==> src/rtl/mo_demont.sv <==
// Converts a value out of the Montgomery domain: out = x * 2^-WIDTH mod Q.
// Uses iterative halving, BITS_PER_CYCLE steps per clock, then one conditional subtract.
`ifndef DATA_WIDTH
`define DATA_WIDTH 12
`endif
`ifndef Q
`define Q 3329
`endif

module mo_demont #(
  parameter int unsigned WIDTH          = `DATA_WIDTH,
  parameter int unsigned Q              = `Q,
  // Must divide WIDTH evenly.
  parameter int unsigned BITS_PER_CYCLE = 1
) (
  input  logic             clk,
  input  logic             rst_n,
  input  logic             in_valid,
  output logic             in_ready,
  input  logic [WIDTH-1:0] in_data,
  output logic             out_valid,
  input  logic             out_ready,
  output logic [WIDTH-1:0] out_data,
  output logic             busy
);

  localparam int unsigned Steps = WIDTH / BITS_PER_CYCLE;
  localparam int unsigned CntW  = $clog2(Steps + 1);

  localparam logic [CntW-1:0]  LastCnt = CntW'(Steps - 1);
  localparam logic [WIDTH+1:0] QWide   = (WIDTH + 2)'(Q);
  localparam logic [WIDTH:0]   QAcc    = (WIDTH + 1)'(Q);

  typedef enum logic [1:0] {StIdle, StRun, StDone} state_e;

  state_e           state_q;
  logic [WIDTH:0]   acc_q;
  logic [CntW-1:0]  cnt_q;

  logic [WIDTH+1:0] walk;
  logic [WIDTH:0]   acc_step;
  logic [WIDTH-1:0] acc_final;
  logic             accept;

  assign in_ready = (state_q == StIdle) || ((state_q == StDone) && out_ready);
  assign accept   = in_valid && in_ready;
  assign busy     = (state_q == StRun);

  // acc < 2^WIDTH + Q, so acc + Q always fits in WIDTH+2 bits before the halving.
  always_comb begin
    walk = {1'b0, acc_q};
    for (int unsigned i = 0; i < BITS_PER_CYCLE; i++) begin
      if (walk[0]) begin
        walk = walk + QWide;
      end
      walk = walk >> 1;
    end
    acc_step  = walk[WIDTH:0];
    acc_final = (acc_step >= QAcc) ? WIDTH'(acc_step - QAcc) : acc_step[WIDTH-1:0];
  end

  always_ff @(posedge clk or negedge rst_n) begin
    if (!rst_n) begin
      state_q   <= StIdle;
      acc_q     <= '0;
      cnt_q     <= '0;
      out_valid <= 1'b0;
      out_data  <= '0;
    end else begin
      unique case (state_q)
        StIdle: begin
          if (accept) begin
            acc_q   <= {1'b0, in_data};
            cnt_q   <= '0;
            state_q <= StRun;
          end
        end
        StRun: begin
          acc_q <= acc_step;
          cnt_q <= cnt_q + CntW'(1);
          if (cnt_q == LastCnt) begin
            out_data  <= acc_final;
            out_valid <= 1'b1;
            state_q   <= StDone;
          end
        end
        StDone: begin
          if (out_ready) begin
            out_valid <= 1'b0;
            // Same-edge hand-off: consume the result and start the next operand.
            if (in_valid) begin
              acc_q   <= {1'b0, in_data};
              cnt_q   <= '0;
              state_q <= StRun;
            end else begin
              state_q <= StIdle;
            end
          end
        end
        default: state_q <= StIdle;
      endcase
    end
  end

endmodule

==> config.mk <==
export PLATFORM = sky130hd
export DESIGN_NAME = mo_demont
export DESIGN_NICKNAME = d
export VERILOG_FILES = /design/src/rtl/mo_demont.sv
export SDC_FILE = /design/constraint.sdc
export NUM_CORES = 1
export LEC_CHECK = 0
export BUFFER_PORTS_ARGS = -buffer_cell sky130_fd_sc_hd__buf_2
export CORE_ASPECT_RATIO = 0.8
export CORE_MARGIN = 2
export CORE_UTILIZATION = 63
export CTS_CLUSTER_DIAMETER = 120
export CTS_CLUSTER_SIZE = 8
export DETAILED_ROUTE_END_ITERATION = 12
export PLACE_DENSITY = 0.86
export SETUP_SLACK_MARGIN = 0.3
export SYNTH_ARGS = -nofsm -noshare
export SYNTH_HDL_FRONTEND = slang
export SYNTH_SLANG_ARGS = --single-unit
==> constraint.sdc <==
create_clock -name clk -period 7.3 [get_ports clk]
set_input_delay 1.095 -clock clk [delete_from_list [all_inputs] [get_ports clk]]
set_output_delay 1.095 -clock clk [all_outputs]
set_load 0.1 [all_outputs]
==> flow_metrics.env <==
export IMPL_outcome="complete, no violations"
export IMPL_nNetsFinal=306
export IMPL_start_util_pct=64.80
export IMPL_required_ns=7.53
export IMPL_async_flop_share_pct=100.0
export IMPL_ys_types=72
export IMPL_drtAntennaViolNets=0
export IMPL_gp_routability_congestion=0.8484
export IMPL_fin_crit_ns=3.327
export IMPL_synth_edff_count=0
export IMPL_cts_path_max_buffers=2
export IMPL_dpl_hpwl_mm=3.764
export IMPL_grt_pass1_wl_mm=8.804
export IMPL_drc=0
export IMPL_holdWs_ns=0.4865
export IMPL_cp_arrival_ns=3.56
export IMPL_cts_hold_buffers=0
export IMPL_cts_clk_slew_worst_paths_ns=0.07
export IMPL_grt_pass1_vias=1924
export IMPL_antenna_found_initial=0
export IMPL_fp_row_count=20
export IMPL_insertion_delay_ns=0.29
export IMPL_whs_path_depth=2
export IMPL_dr_pass1_iters=4
export IMPL_clock_skew_ns=0.002631
export IMPL_cts_resized=0
export IMPL_area_delta_synth_final_pct=8.076
export IMPL_netlist_area_um2=2432
export IMPL_port_buffers=30
export IMPL_critPathCaptureType="flip-flop"
export IMPL_initialDrtViolationCount=123
export IMPL_setup_tns_ns=0
export IMPL_core_um2=3754
export IMPL_postCtsSetupBuffers=0
export IMPL_fillers=305
export IMPL_reg2reg_depth=8
export IMPL_diodes=0
export IMPL_die_h_um=59.58
export IMPL_hold_viol=0
export IMPL_seq_area_frac_synth_pct=32.92
export IMPL_fin_crit_sh_pct=45.57
export IMPL_rsz0062_at_grt="no"
export IMPL_yosys_most_used_dff="dfrtp_1"
export IMPL_layout_drive_gt1_share_pct=21.95
export IMPL_via_per_inst=6.378
export IMPL_start_kind="flip-flop"
export IMPL_drv_cap=0
export IMPL_syn_inst=269
export IMPL_finalSetupViolations=0
export IMPL_synth_seq_cells=32
export IMPL_cts_buffers=5
export IMPL_hold_path_class="flip-flop to flip-flop"
export IMPL_drv_slew=0
export IMPL_fp_dieW_um=73.47
export IMPL_gr_total_overflow=0
export IMPL_yosysWarnings=0
export IMPL_critical_path_class="flip-flop to flip-flop"
export IMPL_slew_headroom_pct=36.17
export IMPL_crit_fanout=22
export IMPL_syn_avg_cell_area_um2=9.042
export IMPL_fmax_mhz=300.6
export IMPL_cts_tree="yes"
export IMPL_routed_wl_mm=5.455
export IMPL_htreeDepth=2
export IMPL_grt_max_degree=33
export IMPL_ios=31
export IMPL_worst_slew_pin_slew_ns=0.9574
export IMPL_cts_sinks=32
export IMPL_globalRouteTotalUtil_pct=26.86
export IMPL_avgRoutedWirePerCell_um=16.48
export IMPL_synth_fp_nets=289
export IMPL_root_buffer="clkbuf_8"
export IMPL_die_area_um2=4377
export IMPL_num_vias=2111
-- Yosys cell counts (all sizes together) (4+ instances only) --
cell type / number / share of area, %
ha: 4 / 2.1
inv: 7 / 1.1
a211oi: 7 / 2.2
o21ai: 15 / 3.1
nand4: 7 / 2.1
xor2: 5 / 1.8
a21oi: 13 / 3.1
buf: 11 / 2.8
or3: 5 / 1.3
o311ai: 4 / 3.2
nand2: 34 / 5.2
dfrtp: 32 / 33
nor2: 16 / 2.5
o31ai: 4 / 1.6
nor3: 5 / 1.0
mux2i: 6 / 2.5
xnor2: 10 / 3.9
nor2b: 8 / 2.1
clkbuf: 9 / 1.4
o211a: 4 / 1.6
nand3: 10 / 2.7
nand2b: 6 / 1.5
and3: 6 / 1.5
-- through the flow --
stage / instances / instance area, um^2 / worst slack [ns] / utilization [%]
floorplan: 269 / 2432 / 3.476 / -
global placement: 323 / 2536 / 4.224 / 67.57
detailed placement: 323 / 2536 / 4.049 / 67.57
CTS: 331 / 2629 / 4.014 / 70.03
global route: 331 / 2629 / 3.773 / 70.03
finish: 331 / 2629 / 3.973 / 70.03
-- cells by family (layout without fill, tap and decap cells) --
group / after synthesis / in the layout / share of synthesized area [%]
simple gates: 112 / 112 / 25.26
compound gates: 71 / 71 / 25.41
flops: 32 / 32 / 32.92
buf+inv: 27 / 45 / 5.246
xor+xnor: 15 / 15 / 5.710
mux: 8 / 8 / 3.395
fa+ha+maj: 4 / 4 / 2.058
-- final timing paths --
check                             startpoint           end  slack, ns
worst max-delay path                acc_q[0]   out_data[7]       3.97
worst min-delay path            out_data[11]  out_data[11]       0.49
min in group asynchronous              rst_n      cnt_q[1]       0.85
worst max register to register      acc_q[0]   out_data[7]       3.97
worst min register to register  out_data[11]  out_data[11]       0.49
max in group asynchronous              rst_n   out_data[4]       5.99
-- layout by cell type, fill, tap and decap left out, drive strengths merged, types with 8 or more instances in the layout --
cell / netlist / layout
nor2b: 8 / 8
a21oi: 13 / 13
o21ai: 15 / 15
buf: 11 / 30
nor2: 16 / 16
nand3: 10 / 10
nand2: 34 / 34
dfrtp: 32 / 32
xnor2: 10 / 10
-- flip-flops by register name, indices dropped and copies added, names as in the netlist --
register and flops:
cnt_q 4, out_data 12, acc_q 13, out_valid 1, state_q 2
-- worst max-delay path: stages (launching register included) --
cell and delay (ns):
dfrtp_1 0.82, ha_1 0.45, nand2_1 0.14, o41ai_1 0.55, and4bb_2 0.38, and3_1 0.25
a21oi_4 0.16, a311oi_1 0.36, a211o_1 0.16
-- per-layer routing --
metal  vias up  routed length (um)  track usage, %
met4         0                 142           16.10
met3        14                 293           5.612
li1       1022                   -               -
met2        76                2601           41.45
met1       999                2418           34.85
met5         -                   0               0
-- final cells by class --
cell class / count / area, um^2 / share of cell area [%]
multi-input cells: 210 / 1504 / 57.21
flip-flops and latches: 32 / 800.8 / 30.46
repair buffers: 30 / 150.1 / 5.712
clock buffers: 6 / 82.58 / 3.141
well taps: 44 / 55.05 / 2.094
inverters: 7 / 26.28 / 0.9995
clock inverters: 2 / 10.01 / 0.3808
Power is not shown: default switching activity piles up to over one toggle a cycle in this logic, so the estimate is an artifact.
